<file path="config.mk">
export PLATFORM = sky130hd
export DESIGN_NAME = uart_tx
export DESIGN_NICKNAME = d
export VERILOG_FILES = /design/src/rtl/uart_tx_pkg.sv /design/src/rtl/uart_baud_tick.sv /design/src/rtl/uart_tx.sv
export SDC_FILE = /design/constraint.sdc
export NUM_CORES = 1
export LEC_CHECK = 0
export ABC_CLOCK_PERIOD_IN_PS = 1600
export CORE_AREA = 5 5 56 58
export CTS_BUF_LIST = sky130_fd_sc_hd__clkbuf_2
export DETAILED_ROUTE_END_ITERATION = 6
export DIE_AREA = 0 0 61 63
export PLACE_DENSITY = 0.72
export SYNTH_ARGS = -nofsm -noshare
export SYNTH_HDL_FRONTEND = slang
export SYNTH_SLANG_ARGS = --single-unit
</file>
<file path="constraint.sdc">
create_clock -name clk -period 1.6 [get_ports clk]
set_clock_uncertainty 0.1 [all_clocks]
set_input_delay 0.16 -clock clk [delete_from_list [all_inputs] [get_ports clk]]
set_output_delay 0.16 -clock clk [all_outputs]
set_load 0.05 [all_outputs]
</file>
<file path="src/rtl/uart_tx_pkg.sv">
// Shared types and constants for the 8N1 UART transmitter.
package uart_tx_pkg;

    // Frame shape: eight data bits, counted by a 3-bit index.
    localparam int unsigned DATA_BITS = 8;
    localparam int unsigned BIT_CNT_W = 3;

    // Baud divisors for a 12 MHz system clock.
    localparam int unsigned B115200 = 104;
    localparam int unsigned B57600  = 208;
    localparam int unsigned B38400  = 313;
    localparam int unsigned B19200  = 625;
    localparam int unsigned B9600   = 1250;

    // Transmitter state encoding.
    typedef enum logic [1:0] {
        ST_IDLE  = 2'd0,
        ST_START = 2'd1,
        ST_DATA  = 2'd2,
        ST_STOP  = 2'd3
    } tx_state_t;

    // Rounded divisor for an arbitrary clock/baud pair.
    function automatic int unsigned calc_baud_div(input int unsigned clk_hz,
                                                  input int unsigned baud);
        return (clk_hz + (baud / 2)) / baud;
    endfunction

endpackage

</file>
<file path="src/rtl/uart_baud_tick.sv">
// Baud divider: counts 0..BAUD_DIV-1 while enabled and flags the wrap cycle.
module uart_baud_tick #(
    parameter int unsigned BAUD_DIV = 104
) (
    input  logic clk,
    input  logic rstn,
    input  logic clear,
    input  logic en,
    output logic tick
);

    localparam int unsigned CNT_W = (BAUD_DIV > 1) ? $clog2(BAUD_DIV) : 1;
    localparam logic [CNT_W-1:0] CNT_MAX = CNT_W'(BAUD_DIV - 1);

    logic [CNT_W-1:0] cnt;
    logic [CNT_W-1:0] cnt_nxt;

    // Next count: clear wins, otherwise advance and wrap while enabled.
    always_comb begin
        cnt_nxt = cnt;
        if (clear) begin
            cnt_nxt = '0;
        end else if (en) begin
            cnt_nxt = (cnt == CNT_MAX) ? '0 : cnt + CNT_W'(1);
        end
    end

    // Count register; tick is registered so it marks the cycle holding the last count.
    always_ff @(posedge clk) begin
        if (!rstn) begin
            cnt  <= '0;
            tick <= 1'b0;
        end else begin
            cnt  <= cnt_nxt;
            tick <= (cnt_nxt == CNT_MAX);
        end
    end

endmodule

</file>
<file path="src/rtl/uart_tx.sv">
// 8N1 UART transmitter with a single-cycle start/ready accept handshake.
module uart_tx
    import uart_tx_pkg::*;
#(
    parameter int unsigned BAUD_DIV = 104
) (
    input  logic       clk,
    input  logic       rstn,
    input  logic       start,
    input  logic [7:0] data,
    output logic       tx,
    output logic       ready
);

    tx_state_t             state;
    logic [7:0]            shreg;
    logic [BIT_CNT_W-1:0]  bit_cnt;
    logic                  accept;
    logic                  tick;
    logic                  baud_en;

    // ready is high exactly in IDLE, so this is the accept condition.
    assign accept  = start && ready;
    assign baud_en = (state != ST_IDLE);

    uart_baud_tick #(
        .BAUD_DIV (BAUD_DIV)
    ) u_baud_tick (
        .clk   (clk),
        .rstn  (rstn),
        .clear (accept),
        .en    (baud_en),
        .tick  (tick)
    );

    // Frame sequencer with registered line and handshake outputs.
    always_ff @(posedge clk) begin
        if (!rstn) begin
            state   <= ST_IDLE;
            tx      <= 1'b1;
            ready   <= 1'b1;
            shreg   <= '0;
            bit_cnt <= '0;
        end else begin
            case (state)
                ST_IDLE: begin
                    if (accept) begin
                        state   <= ST_START;
                        shreg   <= data;
                        bit_cnt <= '0;
                        tx      <= 1'b0;
                        ready   <= 1'b0;
                    end
                end
                ST_START: begin
                    if (tick) begin
                        state <= ST_DATA;
                        tx    <= shreg[0];
                    end
                end
                ST_DATA: begin
                    if (tick) begin
                        shreg <= {1'b0, shreg[7:1]};
                        if (bit_cnt == BIT_CNT_W'(DATA_BITS - 1)) begin
                            state   <= ST_STOP;
                            bit_cnt <= '0;
                            tx      <= 1'b1;
                        end else begin
                            bit_cnt <= bit_cnt + BIT_CNT_W'(1);
                            tx      <= shreg[1];
                        end
                    end
                end
                ST_STOP: begin
                    if (tick) begin
                        state <= ST_IDLE;
                        tx    <= 1'b1;
                        ready <= 1'b1;
                    end
                end
                default: begin
                    state <= ST_IDLE;
                    tx    <= 1'b1;
                    ready <= 1'b1;
                end
            endcase
        end
    end

endmodule

</file>
==> results.toml, run 1 <==
[routing]
dr.pass1.iters = 4
antenna_left = 0
vias = 1172
wl_um = 3060
drt-initial-drc-count = 48
remaining_drc_errors = 0
routedWlPerCell_um = 14.78
via_per_inst = 5.662

[run_status]
outcome = "complete, but fails checks"
violations = "negative setup slack"

[sta]
setup_viol = 1
relSlewSlack_pct = 78.54
whs_ns = 0.4028
fmax_mhz = 622.1
fin_ws_ns = -0.007370
period_share_pct = 100.5
hold_violations = 0
report.final.slew_viol_count = 0
min_period_ns = 1.607
tightest_slew_ns = 0.3214
grt_setup_unrepaired = "true"

[die]
die_y_um = 63
num_rows = 19
die_x_um = 61
initial_utilization_pct = 49.47
core_mm2 = 0.002615
dieArea_mm2 = 0.003843
ioPinCount = 13

[finish]
drive_above_1_share_pct = 35.23
fin_nets = 195
diodes = 0
fillers = 215
area_delta_synth_final_pct = 36.17

[clock_network]
insertion_delay_ns = 0.35
cts_tree = "built"
cts_root_buffer = "clkbuf_2"
cts_max_level = 1
cts_buffers = 3
clk_pin_slew_ns = 0.22
cts_sinks = 23
ctsLongestPathBuffers = 2

[grt]
grt_use_met3_pct = 2.893
met2_usage_pct = 27.67
grt-ovfl-total = 0
gr-max-usage-layer = "met2"
antenna_found_initial = 0
grt.met1_usage_pct = 21.25
grt_pass1_vias = 1174
grt_pass1_wl_um = 5085
grtUsageTotal_pct = 17.09
grt_max_degree = 16

[logic_synthesis]
async_flop_share_pct = 0
synth_nets = 159
netlist_area_mm2 = 0.001294
netlist_instances = 141
yosysMostFrequentCell = "dfxtp_1"
synth.largest_area_cell = "dfxtp_1"
synth.area.top_cells = "dfxtp_1 36%, mux2i_1 8.5%, ha_1 6.8%, o211a_1 5.4%, nand2_1 3.8%"
ys_seq_area_share_pct = 35.59
synth_edf_count = 0
ys_seq_elements = 23
yosysTopAreaCellShare_pct = 35.59
synth_warnings = 0
synthTopCellsByCount = "23 x dfxtp_1, 13 x nand2_1, 11 x mux2i_1"
avgSynthCellArea_um2 = 9.175
yosysUniqueCellTypes = 34
ys.flop_type = "dfxtp_1"

[pwr]
powerDensity_mw_per_mm2 = 1444
ir_worst_vdd_mv = 1.154
p_total_w = 0.002543
p_leak_nw = 0.7450

[critical_path]
path_cells = "buf_6, ha_4, mux2i_4, a21oi_4, buf_6, mux2i_1, nor2b_1"
cp_top_family = "flip-flops"
path_max_fanout = 4
crit_path_end_kind = "register"
worst-setup-path-type = "reg2reg"
cp.buffers_inverters = 2
slowest_delay_ns = 0.38
cp_data_arrival_time_ns = 1.79
worstSetupStartpoint = "state[1]"
cp_common_cell = "buf_6"
startpoint_type = "register"
crit_required_ns = 1.78
r2r_setup_slack_ns = -0.007
regToRegStartpoint = "state[1]"
crit_slowest_cell = "dfxtp_2"

[placed_design]
portBuffers = 12
dp_slack_ns = -0.05610
gp_congestion = 0.7825
dp_hpwl_um = 2068

[job]
max-cap-violations = 0

[min_path]
worstHoldStart = "bit_cnt[1]"
hp-class = "reg2reg"
path summary, 6_finish.rpt:
path	cells after the start	endpoint
setup / recovery	7	bit_cnt[0]
hold / removal	2	bit_cnt[1]
setup reg to reg	7	bit_cnt[0]
hold reg to reg	2	bit_cnt[1]
cell usage in the layout, fill, tap and decap left out, types with 2 or more instances in the layout:
cell type        synthesis  layout
a21boi_1                 0       3
a21oi_1                  7       7
and2_1                   2       2
and4b_1                  3       2
buf_4                    2      21
buf_6                    1       6
clkbuf_2                 0       3
clkdlybuf4s50_1          0      10
dfxtp_1                 23      20
dfxtp_2                  0       3
ha_1                     7       3
ha_2                     0       2
ha_4                     0       2
mux2i_1                 11      10
nand2_1                 13       6
nand2_2                  0       7
nand2b_1                 2       2
nand3_1                  5       3
nand3_2                  0       2
nand4b_1                 4       4
nor2_1                  10       7
nor2_2                   0       2
nor2b_1                  6       6
o211a_1                  7       7
o21ai_0                  8       6
o21ai_1                  0       2
o21bai_1                 2       2
o31ai_1                  2       2
xnor2_1                  3       2
xor2_1                   3       3
per-layer routing:
layer  part of all wire, %  vias up
met5                     0        -
met4                   3.2        0
met3                   3.5        9
met2                    49       24
met1                    44      556
li1                      -      583
power by group:
group | total [W] | switching [W] | internal (W)
sequential | 0.000831 | 0.000101 | 0.000730
combinational | 0.00147 | 0.000716 | 0.000752
clock | 0.000244 | 0.000187 | 0.0000567
worst register-to-register path, delay by kind of cell (launching register included):
kind	cells	cell delay [ns]
DFF	1	0.38
buffers and inverters	2	0.26
adders and majority gates	1	0.18
muxes	2	0.36
AOI/OAI and AO/OA	1	0.20
and+or+nand+nor	1	0.06
cell type report:
type,instances,area [µm²],share of cell area [%]
timing repair buffer,38,330.3,18.75
tap,31,38.79,2.202
sequential,23,464.2,26.35
multi-input combinational,108,894.6,50.78
inverter,3,13.76,0.7812
clock inverter,1,5.005,0.2841
clock buffer,3,15.01,0.8523
sequential cells by signal, indices dropped and copies added, names as in the netlist:
register / flops
state: 2
bit_cnt: 3
ready: 1
u_baud_tick.cnt: 7
tx: 1
u_baud_tick.tick: 1
shreg: 8
metrics by stage:
| step | util [%] | instances | setup TNS [ns] | instance area (µm²) |
|---|---|---|---|---|
| after floorplan | - | 141 | -0.2174 | 1299 |
| after global placement | 59.76 | 198 | -0.02430 | 1563 |
| after detailed placement | 59.76 | 198 | -0.3044 | 1563 |
| after CTS | 62.06 | 202 | 0 | 1623 |
| after global routing | 67.37 | 207 | -0.7380 | 1762 |
| final | 67.37 | 207 | -0.007370 | 1762 |
logic make-up (layout without fill, tap and decap cells):
group	after synthesis	count (layout)	share of synthesized area [%]
buffers and inverters	10	45	4.255
DFF	23	23	35.59
and+or+nand+nor	48	48	20.41
xor gates and xnor gates	6	6	4.063
adders and majority gates	7	7	6.770
AOI/OAI and AO/OA	36	36	20.41
muxes	11	11	8.511
repair_timing:
| action | CTS | global route |
|---|---|---|
| hold buffers | 0 | 0 |
| resized for setup | 11 | 32 |
| setup buffers | 0 | 4 |
| pin swaps | 0 | 16 |
| endpoints found under the setup margin | 15 | 20 |
| cloned | 0 | 1 |
Note: power is estimated with default switching activity, not from simulation.
==> run 2, diff against run 1 <==
SYNTH_HIERARCHICAL = 1   (was default)
==> run 2 against run 1 <==
Compared with the run above:
- the flow still finishes with violations (negative setup slack)
- flip-flop and latch count stayed put
- core utilization is 4.9 points lower
- sequential share of layout area is 2.4 points higher
- routed wire length is 1.1% lower
- first-iteration DRC count is 13% higher
- design area is 7.2% lower
- synthesized cell count is 3.5% lower
- critical path type unchanged
- critical endpoint is now state[0]
==> results.toml, run 2 <==
[logic_synthesis]
ys_seq_area_share_pct = 35.76
yosysTopAreaCellShare_pct = 35.76
synth_mux_area_share_pct = 9.815
synth_edf_count = 0
synth_compound_area_share_pct = 22.64
synth_top_family_by_area = "compound AO/OA/AOI/OAI gates"
yosysUniqueCellTypes = 41
netlist_area_mm2 = 0.001287
netlist_instances = 136
ys.flop_type = "dfxtp_1"
synth.area.top_cells = "dfxtp_1 36%, ha_1 7.8%, mux2i_1 7.0%, a21oi_1 5.8%, a211oi_1 4.1%"
async_flop_share_pct = 0
ys_seq_elements = 23
yosysMostFrequentCell = "dfxtp_1"
synth_xor_area_share_pct = 2.721
synth_warnings = 6
synthAdderAreaFrac_pct = 7.775
synth-simple-area-share_pct = 16.03
synthTopCellsByCount = "23 x dfxtp_1, 15 x a21oi_1, 9 x mux2i_1"
avgSynthCellArea_um2 = 9.467
synth.largest_area_cell = "dfxtp_1"
synth_nets = 155

[sta]
relSlewSlack_pct = 70.63
report.final.slew_viol_count = 0
tightest_slew_ns = 0.4401
fin_ws_ns = -0.01179
min_period_ns = 1.612
whs_ns = 0.3416
grt_setup_unrepaired = "true"
fmax_mhz = 620.4
fin_setup_tns_ns = -0.02487
period_share_pct = 100.7
hold_violations = 0
setup_viol = 4

[finish]
fin_nets = 182
diodes = 0
final_core_util_pct = 62.49
reg.largest.list = "shreg: 8 flops, u_baud_tick/cnt: 7 flops, bit_cnt: 3 flops"
largest_reg_flops = 8
final_common_cell = "dfxtp_1"
drive_above_1_share_pct = 32.10
regMostFlops = "shreg"
layout.cells.non_filler = 193
final_cell_mix = "19 x dfxtp_1, 16 x buf_4, 13 x a21oi_1"
area_delta_synth_final_pct = 26.92

[die]
initial_utilization_pct = 49.23
die_x_um = 61
core_mm2 = 0.002615
ioPinCount = 13
die_y_um = 63
num_rows = 19
dieArea_mm2 = 0.003843

[grt]
grtUsageTotal_pct = 17.51
grt_pass1_wl_um = 5037
grt_pass1_vias = 1090
antenna_found_initial = 0
grt_max_degree = 13
grt-ovfl-total = 0

[routing]
routedWlPerCell_um = 15.68
antenna_left = 0
via_per_inst = 5.782
vias = 1116
remaining_drc_errors = 0
wl_um = 3026
dr.pass1.iters = 4
drt-initial-drc-count = 54

[critical_path]
path_cells = "ha_1, ha_2, inv_2, a2111oi_4, mux2i_1"
startpoint_type = "register"
crit_slowest_cell = "a2111oi_4"
crit_path_end_kind = "register"
crit_required_ns = 1.78
cp_data_arrival_time_ns = 1.79
slowest_delay_ns = 0.41
path_max_fanout = 3
worst-setup-path-type = "reg2reg"
r2r_setup_slack_ns = -0.01

[placed_design]
gp_congestion = 0.8047
dp_slack_ns = -0.07377
dpl.cell_count = 186
portBuffers = 12
dp_hpwl_um = 2241

[job]
max-cap-violations = 0

[run_status]
violations = "negative setup slack"
outcome = "complete, but fails checks"

[min_path]
hp-class = "in2reg"

[clock_network]
cts_tree = "built"
cts_max_level = 1
cts_sinks = 23
clk_pin_slew_ns = 0.22
cts_root_buffer = "clkbuf_2"
insertion_delay_ns = 0.34
cts_buffers = 3
ctsLongestPathBuffers = 2

[pwr]
p_leak_nw = 0.6072
powerDensity_mw_per_mm2 = 1649
ir_worst_vdd_mv = 1.251
-- run 2: logic make-up after synthesis --
kind of cell / count (synthesis)
simple gates: 36
xor+xnor: 4
mux: 12
fa+ha+maj: 8
buf+inv: 13
flops: 23
compound gates: 40
-- run 2: cell type report --
class                           instances  area, µm²
Sequential cell                        23      470.5
Tap cell                               31      38.79
Inverter                                7      31.28
Multi-Input combinational cell        100      830.8
Fill cell                             228      980.9
Timing Repair Buffer                   28      242.7
Clock buffer                            4      20.02
-- run 2: through the flow --
step	power, W	cell area [µm²]
after floorplan	0.001878	1306
after global placement	0.002197	1516
after detailed placement	0.002263	1516
after CTS	0.002597	1577
after global routing	0.002887	1634
final	0.002694	1634
-- run 2: worst paths after layout --
kind | depth (start not counted) | to | startpoint
hold / removal | 3 | shreg[7] | data[7]
setup / recovery | 5 | state[0] | bit_cnt[0]
setup reg to reg | 5 | state[0] | bit_cnt[0]
hold reg to reg | 2 | shreg[7] | shreg[7]
-- run 2: power by group --
group          switching [W]  internal [W]
clock network       0.000179     0.0000661
logic               0.000831      0.000791
registers           0.000108      0.000720
total                0.00112       0.00158
-- run 2: critical path, delay by kind of cell (launching register included) --
| family | cells | cell delay (ns) |
|---|---|---|
| compound gates | 1 | 0.41 |
| fa+ha+maj | 2 | 0.36 |
| buf+inv | 1 | 0.06 |
| flops | 1 | 0.39 |
| mux | 1 | 0.24 |
-- run 2: what timing repair did --
action	CTS	global route
hold buffers	0	0
cloned	0	0
buffers inserted	1	2
resized for setup	11	13
pin swaps	2	2
endpoints found under the setup margin	15	17
-- run 2: routing by layer --
layer	vias up	track usage [%]	part of all wire (%)
li1	553	-	-
met1	538	22.31	44
met2	18	26.60	51
met3	7	5.165	3.0
met4	0	7.859	1.5
met5	-	0	0
==> run 3, diff against run 2 <==
ABC_CLOCK_PERIOD_IN_PS = default   (was 1600)
REMOVE_ABC_BUFFERS = 1   (was default)
==> run 3 against run 2 <==
Compared with the run above:
- cell count up 4.7%
- global-route usage rose by 0.060 points
- the flow still finishes with violations (negative setup slack)
- routed wire length grew 7.3%
- die area is the same
- total power up 18%
- critical path depth is the same
- flip-flop and latch count is the same
- worst setup slack got worse by 0.023 ns
- critical endpoint unchanged
- first-iteration DRC count decreased by 19%
==> results.toml, run 3 (synthesis gave the netlist of run 2 again) <==
[run_status]
outcome = "complete, but fails checks"
violations = "negative setup slack"

[pwr]
p_leak_nw = 0.6760
ir_worst_vdd_mv = 1.277
powerDensity_mw_per_mm2 = 1773
clock_power_share_pct = 7.2
p_comb_share_pct = 66.0
intPower_w = 0.001870
power_frac_seq_pct = 26.8
power_switching_share_pct = 41.36
p_sw_w = 0.001319

[critical_path]
worstSetupEndpoint = "state[0]"
crit_path_end_kind = "register"
slowest_delay_ns = 0.44
crit_slowest_cell = "dfxtp_4"
cp_data_arrival_time_ns = 1.80
path_max_fanout = 6
reg2reg_to = "state[0]"
ff2ff_path_depth = 5
r2r_setup_slack_ns = -0.04
worst-setup-path-type = "reg2reg"
path_cells = "inv_6, ha_4, a21boi_4, a2111oi_4, mux2i_1"
crit_required_ns = 1.77
regToRegStartpoint = "state[1]"
startpoint_type = "register"
worstSetupStartpoint = "state[1]"

[finish]
final_common_cell = "buf_4"
final_cell_mix = "23 x buf_4, 20 x dfxtp_1, 10 x clkdlybuf4s50_1"
layout.cells.non_filler = 202
final_cell_area_mm2 = 0.001799
drive_above_1_share_pct = 41.52
multi_input_area_um2 = 905.9
regArea_um2 = 469.2
fin_nets = 191
regMostFlops = "shreg"
reg.largest.list = "shreg: 8 flops, u_baud_tick/cnt: 7 flops, bit_cnt: 3 flops"
largest_reg_flops = 8
fillers = 202
area_delta_synth_final_pct = 39.75
diodes = 0
final_core_util_pct = 68.80

[routing]
routedWlPerCell_um = 16.07
antenna_left = 0
via_per_inst = 5.733
vias = 1158
wl_um = 3246
drt-initial-drc-count = 44
remaining_drc_errors = 0
dr.pass1.iters = 4

[sta]
tightest_slew_ns = 0.5258
grt_setup_unrepaired = "true"
hold_violations = 0
setup_viol = 4
report.final.slew_viol_count = 0
relSlewSlack_pct = 64.91
fmax_mhz = 611.6
period_share_pct = 102.2
whs_ns = 0.3525
fin_ws_ns = -0.03506
min_period_ns = 1.635

[die]
ioPinCount = 13
num_rows = 19
die_y_um = 63
die_x_um = 61
core_mm2 = 0.002615
dieArea_mm2 = 0.003843
initial_utilization_pct = 49.23

[clock_network]
cts_root_buffer = "clkbuf_2"
insertion_delay_ns = 0.32
cts_buffers = 3
ctsLongestPathBuffers = 2
cts_max_level = 1
cts_sinks = 23
clk_pin_slew_ns = 0.21
cts_tree = "built"

[grt]
antenna_found_initial = 0
grt_pass1_vias = 1133
grt_max_degree = 14
grt-ovfl-total = 0
grtUsageTotal_pct = 17.57
grt_pass1_wl_um = 5216

[placed_design]
gp_congestion = 0.8906
dp_hpwl_um = 2294
dpl.cell_count = 195
portBuffers = 12
dp_slack_ns = -0.1688
placed_area_mm2 = 0.001578

[job]
max-cap-violations = 0

[min_path]
hp-class = "in2reg"
worstHoldStart = "data[7]"
[run 3: changes by cell type in the layout (fill, tap and decap cells not counted), moves of 2 or more]
| cell | previous run | this run |
|---|---|---|
| buf_4 | 16 | 23 |
| a211oi_1 | 6 | 0 |
| inv_2 | 3 | 0 |
| a21oi_2 | 2 | 9 |
| a21oi_1 | 13 | 6 |
| a211oi_2 | 1 | 7 |
| ha_2 | 3 | 1 |
[run 3: what timing repair did]
item,in CTS,in global routing
setup buffers,1,2
endpoints found under the setup margin,15,14
pin swaps,6,10
hold buffers,0,0
cloned,0,0
resized for setup,20,27
[run 3: worst max-delay path, delay by kind of cell, from the launching register on]
kind	cells	cell delay [ns]
fa+ha+maj	1	0.17
compound gates	2	0.58
mux	1	0.23
flops	1	0.44
buf+inv	1	0.05
[run 3: stage by stage]
step / setup TNS (ns) / total power, W
4_1_cts: -0.06607 / 0.002764
3_3_place_gp: -0.2518 / 0.002321
2_1_floorplan: -3.324 / 0.001769
5_1_grt: -0.6973 / 0.003392
3_5_place_dp: -1.133 / 0.002381
6_report: -0.09905 / 0.003189
[run 3: worst min-delay path by stage]
stage	endpoint	slack, ns	cells past startpoint
2_1_floorplan	ready	0.13	1
3_3_place_gp	bit_cnt[2]	0.37	2
3_5_place_dp	bit_cnt[1]	0.38	2
4_1_cts	shreg[7]	0.34	3
5_1_grt	shreg[7]	0.33	3
6_report	shreg[7]	0.35	3
[run 3: power groups by stage]
stage / sequential, W / clock, W / combinational [W]
2_1_floorplan: 0.000882 / 0 / 0.000887
3_3_place_gp: 0.000804 / 0 / 0.00152
3_5_place_dp: 0.000813 / 0 / 0.00157
4_1_cts: 0.000821 / 0.000238 / 0.00171
5_1_grt: 0.000874 / 0.000269 / 0.00225
6_report: 0.000854 / 0.000231 / 0.00210
[run 3: area by class of cell]
type / count / area share (%)
inverters: 7 / 2.156
repair buffers: 37 / 18.15
clock buffers: 3 / 0.8345
multi-input cells: 100 / 50.35
clock inverters: 1 / 0.2782
flip-flops and latches: 23 / 26.08
well taps: 31 / 2.156
[run 3: metal layers]
layer / track usage (%) / vias up / wire length (µm)
met2: 29.14 / 18 / 1702
li1: - / 568 / -
met4: 6.504 / 0 / 16
met3: 3.099 / 2 / 75
met1: 21.97 / 570 / 1451
met5: 0 / - / 0
